File: config.mk
export PLATFORM = sky130hd
export DESIGN_NAME = fcw_sequencer_flat
export DESIGN_NICKNAME = d
export VERILOG_FILES = /design/src/rtl/fcw_sequencer_if.sv /design/src/rtl/fcw_sequencer.sv /design/src/flat_wrapper.sv
export SDC_FILE = /design/constraint.sdc
export NUM_CORES = 1
export LEC_CHECK = 0
export ABC_AREA = 1
export BUFFER_PORTS_ARGS = -buffer_cell sky130_fd_sc_hd__buf_2
export CAP_MARGIN = 20
export CORE_ASPECT_RATIO = 2
export CORE_MARGIN = 2
export CORE_UTILIZATION = 51
export DETAILED_ROUTE_END_ITERATION = 6
export HOLD_SLACK_MARGIN = 0.15
export MAX_ROUTING_LAYER = met4
export PLACE_DENSITY = 0.88
export SYNTH_ARGS = -nofsm -noshare
export SYNTH_HDL_FRONTEND = slang
export SYNTH_SLANG_ARGS = --single-unit
File: constraint.sdc
create_clock -name clk -period 1.9 [get_ports clk]
set_input_delay 0.285 -clock clk [delete_from_list [all_inputs] [get_ports clk]]
set_output_delay 0.285 -clock clk [all_outputs]
set_load 0.01 [all_outputs]
File: src/rtl/fcw_sequencer_if.sv
`default_nettype none
// ============================================================================
//  Module   : fcw_sequencer_if
//  Brief    : Port bundle between the FCW sequencer and the 4 x 24-bit FCW RAM
//  Revision : 1.0  initial release
// ============================================================================
interface fcw_sequencer_if;
  logic        ram_rd_en;
  logic        ram_wr_en;
  logic [1:0]  ram_addr;
  logic [23:0] ram_wd;
  logic [23:0] ram_rd_data;

  modport master (
    output ram_rd_en,
    output ram_wr_en,
    output ram_addr,
    output ram_wd,
    input  ram_rd_data
  );

  modport slave (
    input  ram_rd_en,
    input  ram_wr_en,
    input  ram_addr,
    input  ram_wd,
    output ram_rd_data
  );
endinterface
`default_nettype wire

File: src/rtl/fcw_sequencer.sv
`default_nettype none
// ============================================================================
//  Module   : fcw_sequencer
//  Brief    : Steps through four FCW RAM entries, holds each on the NCO input,
//             and applies saturating live edits to the playing entry.
//  Revision : 1.0  initial release
// ============================================================================
module fcw_sequencer #(
  parameter int          CYCLES_PER_NOTE = 25000000,
  parameter logic [23:0] FCW_STEP        = 24'h000100
) (
  input  logic                  clk,
  input  logic                  rst,
  input  logic                  play_pause,
  input  logic                  edit_inc,
  input  logic                  edit_dec,
  fcw_sequencer_if.master       ram,
  output logic [23:0]           fcw,
  output logic                  fcw_valid,
  output logic [1:0]            note_idx,
  output logic                  playing
);

  localparam int c_TIMER_W = (CYCLES_PER_NOTE > 1) ? $clog2(CYCLES_PER_NOTE) : 1;
  localparam logic [c_TIMER_W-1:0] c_TIMER_LAST = c_TIMER_W'(CYCLES_PER_NOTE - 1);
  localparam logic [23:0] c_FCW_MAX = 24'hFFFFFF;

  typedef enum logic [1:0] {
    S_LOAD    = 2'd0,
    S_LATCH   = 2'd1,
    S_HOLD    = 2'd2,
    S_EDIT_WR = 2'd3
  } state_t;

  state_t                 r_state;
  state_t                 w_next_state;
  logic [1:0]             r_note_idx;
  logic [1:0]             w_note_next;
  logic [c_TIMER_W-1:0]   r_timer;
  logic [c_TIMER_W-1:0]   w_timer_next;
  logic                   r_playing;
  logic [23:0]            r_fcw;
  logic                   r_fcw_valid;
  logic                   r_ram_rd_en;
  logic                   r_ram_wr_en;
  logic [1:0]             r_ram_addr;
  logic [23:0]            r_ram_wd;
  logic [23:0]            w_wd_next;
  logic                   w_edit;
  logic [24:0]            w_sum;
  logic [24:0]            w_diff;
  logic [23:0]            w_edit_val;

  // Carry/borrow out of the 25-bit results selects the saturated value.
  assign w_edit  = edit_inc ^ edit_dec;
  assign w_sum   = {1'b0, r_fcw} + {1'b0, FCW_STEP};
  assign w_diff  = {1'b0, r_fcw} - {1'b0, FCW_STEP};
  assign w_edit_val = edit_inc ? (w_sum[24]  ? c_FCW_MAX : w_sum[23:0])
                               : (w_diff[24] ? 24'h000000 : w_diff[23:0]);

  always_comb begin
    w_next_state = r_state;
    w_note_next  = r_note_idx;
    w_timer_next = r_timer;
    w_wd_next    = r_ram_wd;
    case (r_state)
      // Straight out of reset the read strobe is not yet registered, so
      // LOAD waits one cycle to issue it before moving on.
      S_LOAD: begin
        if (r_ram_rd_en) begin
          w_next_state = S_LATCH;
        end
      end
      S_LATCH: begin
        w_next_state = S_HOLD;
        w_timer_next = '0;
      end
      S_HOLD: begin
        if (w_edit) begin
          w_next_state = S_EDIT_WR;
          w_wd_next    = w_edit_val;
        end else if (r_playing) begin
          if (r_timer == c_TIMER_LAST) begin
            w_next_state = S_LOAD;
            w_note_next  = r_note_idx + 2'd1;
          end else begin
            w_timer_next = r_timer + 1'b1;
          end
        end
      end
      S_EDIT_WR: begin
        w_next_state = S_LOAD;
      end
      default: begin
        w_next_state = S_LOAD;
      end
    endcase
  end

  always_ff @(posedge clk) begin
    if (rst) begin
      r_state     <= S_LOAD;
      r_note_idx  <= 2'd0;
      r_timer     <= '0;
      r_playing   <= 1'b0;
      r_fcw       <= 24'h000000;
      r_fcw_valid <= 1'b0;
      r_ram_rd_en <= 1'b0;
      r_ram_wr_en <= 1'b0;
      r_ram_addr  <= 2'd0;
      r_ram_wd    <= 24'h000000;
    end else begin
      r_state     <= w_next_state;
      r_note_idx  <= w_note_next;
      r_timer     <= w_timer_next;
      r_playing   <= r_playing ^ play_pause;
      r_ram_wd    <= w_wd_next;
      // RAM strobes are registered from the next state so they line up with it.
      r_ram_rd_en <= (w_next_state == S_LOAD);
      r_ram_wr_en <= (w_next_state == S_EDIT_WR);
      if ((w_next_state == S_LOAD) || (w_next_state == S_EDIT_WR)) begin
        r_ram_addr <= w_note_next;
      end
      if (r_state == S_LATCH) begin
        r_fcw       <= ram.ram_rd_data;
        r_fcw_valid <= 1'b1;
      end
    end
  end

  assign ram.ram_rd_en = r_ram_rd_en;
  assign ram.ram_wr_en = r_ram_wr_en;
  assign ram.ram_addr  = r_ram_addr;
  assign ram.ram_wd    = r_ram_wd;
  assign fcw           = r_fcw;
  assign fcw_valid     = r_fcw_valid;
  assign note_idx      = r_note_idx;
  assign playing       = r_playing;

endmodule
`default_nettype wire

File: src/flat_wrapper.sv
// flat-port wrapper written by rule: the top's interface ports become plain ports
module fcw_sequencer_flat 
#(
  parameter int          CYCLES_PER_NOTE = 25000000,
  parameter logic [23:0] FCW_STEP        = 24'h000100
)
  (clk, rst, play_pause, edit_inc, edit_dec, fcw, fcw_valid, note_idx, playing, ram_ram_rd_en, ram_ram_wr_en, ram_ram_addr, ram_ram_wd, ram_ram_rd_data);
  fcw_sequencer_if ram_i ();
  input  logic clk;
  input  logic rst;
  input  logic play_pause;
  input  logic edit_inc;
  input  logic edit_dec;
  output logic [23:0] fcw;
  output logic fcw_valid;
  output logic [1:0] note_idx;
  output logic playing;
  output wire logic [$bits(ram_i.ram_rd_en)-1:0] ram_ram_rd_en;
  output wire logic [$bits(ram_i.ram_wr_en)-1:0] ram_ram_wr_en;
  output wire logic [$bits(ram_i.ram_addr)-1:0] ram_ram_addr;
  output wire logic [$bits(ram_i.ram_wd)-1:0] ram_ram_wd;
  input wire logic [$bits(ram_i.ram_rd_data)-1:0] ram_ram_rd_data;
  assign ram_ram_rd_en = ram_i.ram_rd_en;
  assign ram_ram_wr_en = ram_i.ram_wr_en;
  assign ram_ram_addr = ram_i.ram_addr;
  assign ram_ram_wd = ram_i.ram_wd;
  assign ram_i.ram_rd_data = ram_ram_rd_data;
  fcw_sequencer #(.CYCLES_PER_NOTE(CYCLES_PER_NOTE), .FCW_STEP(FCW_STEP)) u_core (.clk(clk), .rst(rst), .play_pause(play_pause), .edit_inc(edit_inc), .edit_dec(edit_dec), .ram(ram_i), .fcw(fcw), .fcw_valid(fcw_valid), .note_idx(note_idx), .playing(playing));
endmodule
# Yosys cells after proc, flatten, opt, wreduce, memory -nomap -nowiden
# Cells that the tools add are included.
word_totals:
  ff_bits: 83
  in_bits: 29
  out_inout_bits: 56
  elab_cells: 46
classes:
  reduce_logical: 6
  eq_ne: 8
  mux: 16
  n_bitwise: 2
  add_sub_neg: 4
op_table:
  columns: ["operator", "n"]
  rows:
  - ["two-way mux 25 bit", 3]
  - ["two-way mux 24 bit", 3]
  - ["case mux 25 bit (2 select lines)", 1]
  - ["adder 24 x 9 -> 25 bit (second input constant)", 1]
  - ["adder 25 x 1 -> 25 bit (second input constant)", 1]
  - ["== test 25 bit (second input constant)", 1]
  - ["subtractor 24 x 9 -> 25 bit (second input constant)", 1]
  - ["two-way mux 2 bit", 8]
  - ["case mux 2 bit (4 select lines)", 1]
  - ["== test 2 bit (second input constant)", 3]
  - ["logical NOT 2 bit", 2]
  - ["inequality test 2 bit (second input constant)", 2]
  - ["AND reduction 4 bit", 1]
  - ["adder 2 x 1 -> 2 bit (second input constant)", 1]
  - ["== test 2 x 1 -> 1 bit (second input constant)", 1]
  - ["inequality test 2 x 1 -> 1 bit (second input constant)", 1]
  - ["AND reduction 2 bit", 1]
  - ["nonzero test 2 bit", 1]
  - ["bitwise XOR 1 bit", 2]
  - ["logical OR 1 bit", 1]

# Logic depth before layout (Yosys ltp)
logic_depth:
  ltp_word: 7
  ltp_mapped: 15
  ltp_nobuf: 15

# Least setup slack after synthesis
# Ideal clock, no wire load.
synth_timing:
  path_type: "register -> register"
  start: "register u_core.r_timer[0]"
  end: "register u_core.r_ram_addr[1], in the netlist u_core.ram.ram_addr[1]"
  required_time_ns: 1.791
  setup_time_ns: 0.109
  period_less_slack_ns: 1.924
  stages_incl_launch_ff: 13
  n_path_buf: 0
  arrival_time_ns: 1.815
  path_slack_ns: -0.024
  cell_sequence: "dfxtp_1 ha_1 nand3_1 nor3_2 nand2_2 o21ai_0 nand2_1 inv_1 ha_1 inv_1 nand3_1 nand2_1 inv_1"
synth_between:
  elab_chain_len: 7
  elab_cells_between_ends: 12
  classes_between: "eq/ne (2); mux (8); reduce/logical (2)"
synth_rtl:
  columns: ["item", "line", "source"]
  rows:
  - ["start: declaration", "fcw_sequencer.sv:39", "logic [c_TIMER_W-1:0] r_timer;"]
  - ["start signal: assignment", "fcw_sequencer.sv:115", "r_timer <= w_timer_next;"]
  - ["== test 25 bit (*)", "fcw_sequencer.sv:83", "if (r_timer == c_TIMER_LAST) begin"]
  - ["two-way mux 2 bit", "fcw_sequencer.sv:83", null]
  - ["two-way mux 2 bit", "fcw_sequencer.sv:82", "end else if (r_playing) begin"]
  - ["two-way mux 2 bit", "fcw_sequencer.sv:79", "if (w_edit) begin"]
  - ["case mux 2 bit (4 select lines)", "fcw_sequencer.sv:66", "case (r_state)"]
  - ["== test 2 bit or logical NOT 2 bit (tied branches)", "fcw_sequencer.sv:121", "if ((w_next_state == S_LOAD) || (w_next_state == S_EDIT_WR)) begin"]
  - ["logical OR 1 bit", "fcw_sequencer.sv:121", null]
  - ["end signal: assignment", "fcw_sequencer.sv:122", "r_ram_addr <= w_note_next;"]
  - ["end: declaration", "fcw_sequencer.sv:46", "logic [1:0] r_ram_addr;"]
# Mark *: on every way between the ends. The rest lies on a longest branch, timed or not.
# A chain may end at the register's enable or synchronous reset.

# Worst setup path after layout
layout_timing:
  start: "register u_core.r_timer[9]"
  end: "register u_core.r_ram_addr[1], in the netlist u_core.ram.ram_addr[1]"
# The elaborated chain is that of the path after synthesis.

==> impl_results.md <==
- Status: finished clean
- Path type of the worst setup path: register to register
- Nets: 905
- LEAKAGE: 0.00281 uW
- Tcrit/Tclk final: 0.959
- Sink Count: 83
- Min cycle time layout: 1820 ps
- Hold Buf Count CTS: 0
- Sequential-to-total area share from yosys stat: 0.350
- Die width: 72.3 um
- Synth Register Bits: 83
- Clock slew at reported path FFs: 60 ps
- CP endpoint kind: register
- Routability cong.: 1.01
- Worst-skew pair later-pin latency: 340 ps
- Final Hold Fails: 0
- Largest net degree at the start of global routing: 41
- Mapped Cells: 757
- Finished Layout Cells: 978
- Estimated wirelength of the detail-placed design: 11000 um
- Worst slew pin tran: 387 ps
- Final instance area: 5960 um2
- Clock Skews: 7.69 ps
- First-pass GRT wire length: 23600 um
- Site Rows: 49
- Netlist cell types: 32
- DR DRC count: 0
- Tot GR Track Use: 0.308
- Slew Viols, Final: 0
- Initial Util: 0.527
- Startpoint Class: register
- Area Overhead vs Synth: 25.4%
- Share of layout cells above drive strength 1: 0.217
- Layout Utilization: 0.661
- CTS tree: built
- Syn_area_per_cell: 6.28 um2
- WP data arrival: 2070 ps
- # diodes: 0
- Slew margin rel.: 0.742
- Root buffer cell: clkbuf_16
- Leading area contributor after synthesis: dfxtp_1
- Mapped cell area: 4750 um2
- Fmax: 549 MHz
- Total power: 7070 uW
- Hold WS: 166 ps
- I/O Buffers: 84
- Worst EP required: 2140 ps
- Mapped Nets: 791
- Per-cell routed wire length: 15.6 um
- Placed Cells: 958
- Vias in the first global route: 5122
- Core area: 9010 um2
- Die Ht: 141 um
- Die ar.: 10200 um2
- Final ANT Viol Nets: 0
- Via-to-Cell Ratio: 5.48
- Pwr/cell area: 1190 nW/um2
- CTS Buf Count: 9
- CTS max path bufs: 2
- First-pass DRT Iterations: 6
- Warnings from Yosys: 0
- Routed WL: 15300 um
- Post-synth top area share: 0.350
- DRT iter0 DRCs: 254
- Vias: 5358
- H-tree depth: 3
- Worst Path Max Fanout: 4
- Initial antenna violation count: 0
- Boundary pin count: 85
- Gr ovfl total: 0
- Placed inst area: 5510 um2
- IR drop worst, VDD: 1.27 mV
- Setup violators final: 0
- Max-cap violations: 0
- Synth area leaders: dfxtp_1, nand2_1, nor2_1
- Hold Path Class: input pin to register
through the flow:
step | worst slack, ps | setup TNS [ps]
floorplan | 42.2 | 0
global placement | 117 | 0
detailed placement | 66.9 | 0
CTS | 27.7 | 0
global route | -37.3 | -181
finish | 77.0 | 0
power breakdown:
| part | switching (uW) | total, uW | internal [uW] | leakage, uW |
|---|---|---|---|---|
| clock network | 734 | 1930 | 1190 | 0.000152 |
| logic | 1790 | 2880 | 1090 | 0.00198 |
| registers | 269 | 2270 | 2000 | 0.000678 |
| total | 2790 | 7070 | 4280 | 0.00281 |
Yosys cell counts, drive strengths merged:
| master | number |
|---|---|
| nor2 | 155 |
| dfxtp | 83 |
| xnor2 | 4 |
| ha | 5 |
| nand3 | 66 |
| o21ai | 44 |
| a21boi | 1 |
| nor3 | 7 |
| and2 | 1 |
| a211oi | 1 |
| nor4 | 1 |
| nand2 | 185 |
| nand3b | 2 |
| inv | 89 |
| buf | 14 |
| a31oi | 1 |
| clkbuf | 14 |
| nand4 | 17 |
| xor2 | 18 |
| a21oi | 49 |
routing by layer:
layer	routed length [um]	track usage	up-vias	part of all wire
met5	0	-	-	0
met4	1320	0.256	0	0.086
met3	638	0.0388	91	0.042
met2	8250	0.547	224	0.54
met1	5050	0.276	2425	0.33
li1	-	-	2618	-
logic make-up (layout without fill, tap and decap cells):
kind of cell / count (synthesis) / after routing / share of synthesized area
compound gates: 96 / 96 / 0.104
xor+xnor: 22 / 22 / 0.0445
fa+ha+maj: 5 / 5 / 0.0132
buf+inv: 117 / 236 / 0.102
flops: 83 / 83 / 0.350
simple gates: 434 / 434 / 0.387
path summary, 6_finish.rpt:
path | from | endpoint | slack (ps) | cells after the start
worst max register to register | u_core.r_timer[9] | u_core.ram.ram_addr[1] | 80 | 14
worst min register to register | u_core.fcw_valid | u_core.fcw_valid | 470 | 2
worst min-delay path | ram_ram_rd_data[1] | u_core.fcw[1] | 170 | 3
worst max-delay path | u_core.r_timer[9] | u_core.ram.ram_addr[1] | 80 | 14
area by class of cell:
cell class	instances	area, um2
repair buffers	131	816
clock buffers	11	243
fillers	787	3050
inverters	89	342
multi-input cells	557	2680
flip-flops and latches	83	1670
clock inverters	5	83.8
well taps	102	128
registers in the layout (all words and copies together), names as in the netlist:
name / count
u_core.note_idx: 2
u_core.playing: 1
u_core.r_state: 2
u_core.ram.ram_wr_en: 1
u_core.r_timer: 25
u_core.ram.ram_wd: 24
u_core.ram.ram_rd_en: 1
u_core.ram.ram_addr: 2
u_core.fcw_valid: 1
u_core.fcw: 24
critical path, cell delays in order, from the launching register on:
cell     delay, ps
dfxtp_1        340
inv_1           80
nand2_1         60
nor2_2         140
nand2_1         90
nor2_1         130
nand2_2         80
o21ai_2        120
nand2_1        110
inv_2           80
ha_1           230
inv_2           80
nand3_1         90
nand2_1         70
inv_1           30
placed cells by master (no fill, tap or decap), types with 2 or more instances in the layout:
cell type / instances
ha_4: 2
clkinvlp_4: 2
inv_1: 82
xnor2_1: 3
nand3_1: 64
nand4_1: 16
a21oi_2: 2
buf_4: 44
ha_1: 3
clkbuf_16: 10
a21oi_1: 47
inv_6: 2
buf_2: 84
dfxtp_1: 76
nor2_4: 2
nor2_2: 8
o21ai_0: 43
bufinv_16: 2
xor2_1: 18
nand2_2: 8
nand3b_1: 2
nand2_1: 176
buf_12: 2
nor3_1: 5
dfxtp_2: 6
nor2_1: 145
inv_2: 5
repair_timing:
| item | 4_1_cts | 5_1_grt |
|---|---|---|
| resized for setup | 2 | 27 |
| setup buffers | 0 | 3 |
| pin swaps | 1 | 5 |
| endpoints found under the setup margin | 1 | 40 |
| cloned | 0 | 1 |
(Power assumes the default switching activity.)
